--- src/rtl/elevator_vga_pkg.sv ---
// Shared geometry, colour and timing constants for the elevator status screen.
// Every rectangle is half-open: [X0,X1) x [Y0,Y1), compared as unsigned 10-bit coordinates.
package elevator_vga_pkg;

  localparam int H_ACTIVE    = 640;
  localparam int V_ACTIVE    = 480;
  localparam int COLOR_W_DEF = 4;

  typedef struct packed {
    logic [COLOR_W_DEF-1:0] r;
    logic [COLOR_W_DEF-1:0] g;
    logic [COLOR_W_DEF-1:0] b;
  } rgb_t;

  localparam rgb_t RGB_BLACK    = '{r: 4'h0, g: 4'h0, b: 4'h0};
  localparam rgb_t RGB_GREEN    = '{r: 4'h0, g: 4'hF, b: 4'h0};
  localparam rgb_t RGB_DIM_BLUE = '{r: 4'h0, g: 4'h0, b: 4'h4};
  localparam rgb_t RGB_YELLOW   = '{r: 4'hF, g: 4'hF, b: 4'h0};
  localparam rgb_t RGB_GREY     = '{r: 4'h8, g: 4'h8, b: 4'h8};

  // Floor boxes stack upwards from the ground-floor box at y=400.
  localparam int BOX_X0    = 32;
  localparam int BOX_X1    = 96;
  localparam int BOX_Y0    = 400;
  localparam int BOX_H     = 64;
  localparam int BOX_PITCH = 80;

  localparam int R_UP        = 0;
  localparam int R_DN        = 1;
  localparam int R_DL        = 2;
  localparam int R_DR        = 3;
  localparam int R_DLE       = 4;
  localparam int R_DRE       = 5;
  localparam int NUM_REGIONS = 6;

  // Arrows, door panels, and the door-frame strips still drawn while the doors are open.
  localparam int REG_X0 [NUM_REGIONS] = '{160, 160, 320, 400, 320, 464};
  localparam int REG_X1 [NUM_REGIONS] = '{224, 224, 400, 480, 336, 480};
  localparam int REG_Y0 [NUM_REGIONS] = '{ 32, 112, 160, 160, 160, 160};
  localparam int REG_Y1 [NUM_REGIONS] = '{ 96, 176, 400, 400, 400, 400};

  function automatic int box_y0(input int idx);
    return BOX_Y0 - BOX_PITCH * idx;
  endfunction

endpackage

--- src/rtl/elevator_pixel_gen_rect_hit.sv ---
// Combinational point-in-rectangle test against elaboration-time bounds.
module rect_hit #(
  parameter int X0 = 0,
  parameter int X1 = 0,
  parameter int Y0 = 0,
  parameter int Y1 = 0
) (
  input  logic [9:0] x,
  input  logic [9:0] y,
  output logic       hit
);

  int xi;
  int yi;

  // Bounds may go negative for tall floor stacks; such boxes never match.
  assign xi  = int'({22'd0, x});
  assign yi  = int'({22'd0, y});
  assign hit = (xi >= X0) && (xi < X1) && (yi >= Y0) && (yi < Y1);

endmodule

--- src/rtl/elevator_pixel_gen.sv ---
// Two-stage pixel renderer for the elevator status screen; syncs are delayed to match RGB.
// Status inputs are shadowed on each vsync falling edge so a frame never tears.
module elevator_pixel_gen
  import elevator_vga_pkg::*;
#(
  parameter int NUM_FLOORS   = 4,
  parameter int FLOOR_W      = $clog2(NUM_FLOORS),
  parameter int COLOR_W      = COLOR_W_DEF,
  parameter int BLINK_FRAMES = 30
) (
  input  logic               clk,
  input  logic               rst_n,
  input  logic [9:0]         x_coord,
  input  logic [9:0]         y_coord,
  input  logic               display_enable,
  input  logic               hsync_in,
  input  logic               vsync_in,
  input  logic [FLOOR_W-1:0] current_floor,
  input  logic               moving_up,
  input  logic               moving_down,
  input  logic               door_open,
  output logic [COLOR_W-1:0] red,
  output logic [COLOR_W-1:0] green,
  output logic [COLOR_W-1:0] blue,
  output logic               hsync_out,
  output logic               vsync_out
);

  localparam int CNT_W = (BLINK_FRAMES > 1) ? $clog2(BLINK_FRAMES) : 1;

  logic [NUM_FLOORS-1:0]  floor_hit_d, floor_hit_q;
  logic [NUM_REGIONS-1:0] region_d, region_q;
  logic                   en_d1_q, hs_d1_q, vs_d1_q;
  logic                   hs_d2_q, vs_d2_q;
  rgb_t                   rgb_d, rgb_q;

  logic [FLOOR_W-1:0]     shadow_floor_d, shadow_floor_q;
  logic                   shadow_up_d, shadow_up_q;
  logic                   shadow_dn_d, shadow_dn_q;
  logic                   shadow_door_d, shadow_door_q;
  logic [CNT_W-1:0]       frame_cnt_d, frame_cnt_q;
  logic                   blink_d, blink_q;
  logic                   vs_fall;
  logic                   own_hit;

  for (genvar gi = 0; gi < NUM_FLOORS; gi++) begin : g_floor
    rect_hit #(
      .X0(BOX_X0), .X1(BOX_X1), .Y0(box_y0(gi)), .Y1(box_y0(gi) + BOX_H)
    ) u_hit (
      .x(x_coord), .y(y_coord), .hit(floor_hit_d[gi])
    );
  end

  for (genvar gr = 0; gr < NUM_REGIONS; gr++) begin : g_region
    rect_hit #(
      .X0(REG_X0[gr]), .X1(REG_X1[gr]), .Y0(REG_Y0[gr]), .Y1(REG_Y1[gr])
    ) u_hit (
      .x(x_coord), .y(y_coord), .hit(region_d[gr])
    );
  end

  // Frame boundary: stage-1 vsync copy is high while the live input has dropped.
  assign vs_fall = vs_d1_q & ~vsync_in;

  always_comb begin
    shadow_floor_d = shadow_floor_q;
    shadow_up_d    = shadow_up_q;
    shadow_dn_d    = shadow_dn_q;
    shadow_door_d  = shadow_door_q;
    frame_cnt_d    = frame_cnt_q;
    blink_d        = blink_q;
    if (vs_fall) begin
      shadow_floor_d = current_floor;
      shadow_up_d    = moving_up;
      shadow_dn_d    = moving_down;
      shadow_door_d  = door_open;
      if (frame_cnt_q == CNT_W'(BLINK_FRAMES - 1)) begin
        frame_cnt_d = '0;
        blink_d     = ~blink_q;
      end else begin
        frame_cnt_d = frame_cnt_q + 1'b1;
      end
    end
  end

  // Colour select in priority order; blanking always wins.
  always_comb begin
    own_hit = 1'b0;
    for (int i = 0; i < NUM_FLOORS; i++) begin
      if (floor_hit_q[i] && (int'(shadow_floor_q) == i)) own_hit = 1'b1;
    end
    rgb_d = RGB_BLACK;
    if (!en_d1_q) begin
      rgb_d = RGB_BLACK;
    end else if (own_hit) begin
      rgb_d = RGB_GREEN;
    end else if (|floor_hit_q) begin
      rgb_d = RGB_DIM_BLUE;
    end else if (region_q[R_UP] && shadow_up_q && blink_q) begin
      rgb_d = RGB_YELLOW;
    end else if (region_q[R_DN] && shadow_dn_q && blink_q) begin
      rgb_d = RGB_YELLOW;
    end else if (region_q[R_DL] || region_q[R_DR]) begin
      if (!shadow_door_q || region_q[R_DLE] || region_q[R_DRE]) rgb_d = RGB_GREY;
    end
  end

  always_ff @(posedge clk or negedge rst_n) begin
    if (!rst_n) begin
      floor_hit_q    <= '0;
      region_q       <= '0;
      en_d1_q        <= 1'b0;
      hs_d1_q        <= 1'b1;
      vs_d1_q        <= 1'b1;
      hs_d2_q        <= 1'b1;
      vs_d2_q        <= 1'b1;
      rgb_q          <= RGB_BLACK;
      shadow_floor_q <= '0;
      shadow_up_q    <= 1'b0;
      shadow_dn_q    <= 1'b0;
      shadow_door_q  <= 1'b0;
      frame_cnt_q    <= '0;
      blink_q        <= 1'b0;
    end else begin
      floor_hit_q    <= floor_hit_d;
      region_q       <= region_d;
      en_d1_q        <= display_enable;
      hs_d1_q        <= hsync_in;
      vs_d1_q        <= vsync_in;
      hs_d2_q        <= hs_d1_q;
      vs_d2_q        <= vs_d1_q;
      rgb_q          <= rgb_d;
      shadow_floor_q <= shadow_floor_d;
      shadow_up_q    <= shadow_up_d;
      shadow_dn_q    <= shadow_dn_d;
      shadow_door_q  <= shadow_door_d;
      frame_cnt_q    <= frame_cnt_d;
      blink_q        <= blink_d;
    end
  end

  // Bit replication keeps full scale at all-ones for any channel width.
  function automatic logic [COLOR_W-1:0] widen(input logic [COLOR_W_DEF-1:0] v);
    logic [COLOR_W-1:0] o;
    o = '0;
    for (int b = 0; b < COLOR_W; b++) o[COLOR_W-1-b] = v[COLOR_W_DEF-1-(b % COLOR_W_DEF)];
    return o;
  endfunction

  assign red       = widen(rgb_q.r);
  assign green     = widen(rgb_q.g);
  assign blue      = widen(rgb_q.b);
  assign hsync_out = hs_d2_q;
  assign vsync_out = vs_d2_q;

endmodule

--- config.mk ---
export PLATFORM = sky130hd
export DESIGN_NAME = elevator_pixel_gen
export DESIGN_NICKNAME = d
export VERILOG_FILES = /design/src/rtl/elevator_vga_pkg.sv /design/src/rtl/elevator_pixel_gen_rect_hit.sv /design/src/rtl/elevator_pixel_gen.sv
export SDC_FILE = /design/constraint.sdc
export NUM_CORES = 1
export LEC_CHECK = 0
export BUFFER_PORTS_ARGS = -buffer_cell sky130_fd_sc_hd__buf_2
export CAP_MARGIN = 10
export CORE_UTILIZATION = 39
export CTS_BUF_LIST = sky130_fd_sc_hd__clkbuf_4
export DETAILED_ROUTE_END_ITERATION = 7
export PLACE_DENSITY = 0.7
export REMOVE_ABC_BUFFERS = 1
export SYNTH_ARGS = -nofsm -noshare
export SYNTH_HDL_FRONTEND = slang
export SYNTH_SLANG_ARGS = --single-unit
--- constraint.sdc ---
create_clock -name clk -period 1.8 [get_ports clk]
set_input_delay 0.36 -clock clk [delete_from_list [all_inputs] [get_ports clk]]
set_output_delay 0.36 -clock clk [all_outputs]
set_load 0.05 [all_outputs]
==> summary.md <==
| Metric | Value |
|---|---|
| Outcome | finished clean |
| Peak supply drop | 0.2543 mV |
| Critical path fanouts, max | 1 |
| Slew headroom | 0.5662 |
| Post-synth top cells | 28 x dfrtp_1, 25 x nand2_1, 8 x nor2_1 |
| Leak Pwr | 0.0008188 uW |
| IO Port Bufs | 33 |
| DRC violations left | 0 |
| # clock sinks | 32 |
| Worst hold slack | 0.06131 ns |
| Multi-input logic area | 569.3 um2 |
| Pwr Density | 886.6 nW/um2 |
| CP endpoint kind | primary output |
| Initial antenna violation count | 0 |
| RePlAce Congestion | 0.7646 |
| Clk Latency, worst-skew pair | 0.31 ns |
| Yosys reg bits | 32 |
| Post-Synth Simple-Gate Area | 0.2485 |
| Reg-to-reg slack, setup | 0.37 ns |
| Vias per cell | 4.889 |
| Wire per inst | 10.95 um |
| RSZ-0062 raised after global routing | false |
| Actual slew at the worst max-slew pin | 0.6507 ns |
| Mux contribution to synthesized area | 0.02964 |
| Final setup violation count | 0 |
| CP startpoint kind | register |
| # diodes | 0 |
| Sequential-to-total area share from yosys stat | 0.5615 |
| Fill cell count | 334 |
| Reg area | 805.8 um2 |
| Yosys warns | 0 |
| Slowest stage delay, CP | 0.52 ns |
| Clock skew | 0.01125 ns |
| 1st-iter DRT viols | 42 |
| Critical path data required time | 1.44 ns |
| Antenna Nets Post-Route | 0 |
| CTS Buffer Depth | 2 |
| Adder-Cell Fraction of Synth Area | 0.01744 |
| TritonCTS Buffers | 5 |
| Core ar. | 3442 um2 |
| Most area-hungry cell type in the Yosys netlist | dfrtp_1 |
| Maxcap violations | 0 |
| Fin nets | 202 |
| Initial core utilization | 0.4169 |
| TritonCTS clock tree | built |
| Synth Cell Area | 1435 um2 |
| DIE AREA | 3926 um2 |
| CTS Root Cell | clkbuf_4 |
| Xor and xnor area share after synthesis | 0.02441 |
| Worst path slowest cell | dfstp_2 |
| Cell family with most CP delay | flip-flops |
| Complex-gate fraction of the synthesized area | 0.07149 |
| Dominant cells by area after synthesis | dfrtp_1 49%, dfstp_2 7.3%, nand2_1 6.5% |
| Post-synth ARST share | 1.000 |
| Postcts setup bufs | 0 |
| Via count | 1061 |
| Vias in the first global route | 1010 |
| PostCTS Resize Cnt | 0 |
| RR Startpoint | floor_hit_q[1] |
| Layout cell share with drive strength beyond 1 | 0.2807 |
| First-pass GRT wire length | 4374 um |
| H-tree levels | 2 |
| Routed WL | 2377 um |
| Pre-antenna DRT Iters | 4 |
| Final hold vios | 0 |
| Part of the cycle the worst path needs | 0.7991 |
| Site Rows | 21 |
| Hold Crit Class | primary input to async pin |
| WP depth | 1 |
| CTS hold repair buffers | 0 |
| Worst Path Buf+Inv | 1 |
| CP Cell Sequence | buf_2 |
| Fin crit period | 1.438 ns |
| Highest clock rate | 695.3 MHz |
| IO Pins | 44 |
| Largest family of logic cells by synthesized area | simple AND/OR/NAND/NOR gates |
| Synth cell types | 36 |
| Layout area overhead | 16.56% |
| Max-slew violation count | 0 |
| Post-synth EDFFs | 0 |
| Post-DP HPWL | 1826 um |
| Area share of the leading cell type in the synthesized netlist | 0.4882 |
| R2R cell count | 3 |
| Setup CP Type | register to primary output |
| Die width | 62.66 um |
| Core Util, Final | 0.4860 |
| Crit path DAT | 1.08 ns |
| GRT Overall Usage | 0.1437 |
| Mean Syn Cell Area | 10.55 um2 |
| Setup TNS | 0 ns |
| Most common cell in the netlist | dfrtp_1 |
| Overall power | 1483 uW |
| Synth Instances | 136 |
| Ys flop type | dfrtp_1 |
| Launch point of the worst path | hsync_out |
| Reg clk slew, reported paths | 0.09 ns |
| Largest net degree at the start of global routing | 33 |
| Die H | 62.66 um |
| Grt total ovfl | 0 |
[per-layer routing]
layer	GRT usage	wire (um)
met1	0.1798	1097
met5	0	0
met4	0.05233	30
met3	0.04927	134
met2	0.2296	1115
[stage by stage]
step                      cells  area (um2)  setup slack (ns)
after CTS                   217        1673            0.3195
after detailed placement    209        1617            0.2416
after global routing        217        1673            0.2586
after floorplan             129        1386            0.2590
after global placement      209        1617            0.2669
final                       217        1673            0.3617
[logic make-up (layout without fill, tap and decap cells)]
kind of cell    Yosys count  in the layout
simple gates             67             67
flops                    32             32
compound gates           16             16
buf+inv                  11             45
xor+xnor                  4              4
mux                       3              3
fa+ha+maj                 2              2
other cells               1              2
[cell usage in the layout (no fill, tap or decap), types with 2 or more instances in the layout]
cell and n:
dfstp_2 4, clkbuf_4 7, dfrtp_1 28, nand3_1 3, nor2_1 8, o21ai_0 5
nand2b_1 2, nor3b_1 3, a21oi_1 3, conb_1 2, buf_2 33, xnor2_1 4
nand4_1 3, mux2i_1 2, a2bb2oi_1 2, ha_1 2, nor2b_1 3, or3_1 5
nand2_1 25, nor3_1 7, inv_1 3
[flip-flops by register name, indices dropped and copies added (netlist names), 2 cells and up]
signal	flops
red	2
frame_cnt_q	5
blue	2
floor_hit_q	4
region_q	6
shadow_floor_q	2
green	2
[report_power, final]
group	internal, uW	switching, uW
Combinational	106	138
Sequential	794	63.4
Clock	180	201
Total	1080	403
[final timing paths]
check,endpoint
max in group asynchronous,floor_hit_q[0]
max,hsync_out
min in group clk,hs_d1_q
max reg2reg,blue[3]
min reg2reg,hsync_out
min,frame_cnt_q[3]
[area by class of cell]
| cell class | instances | area share |
|---|---|---|
| inverters | 3 | 0.006732 |
| repair buffers | 34 | 0.1032 |
| flip-flops and latches | 32 | 0.4817 |
| well taps | 46 | 0.03441 |
| clock buffers | 7 | 0.03141 |
| clock inverters | 1 | 0.002244 |
| multi-input cells | 94 | 0.3403 |
(Power assumes the default switching activity.)
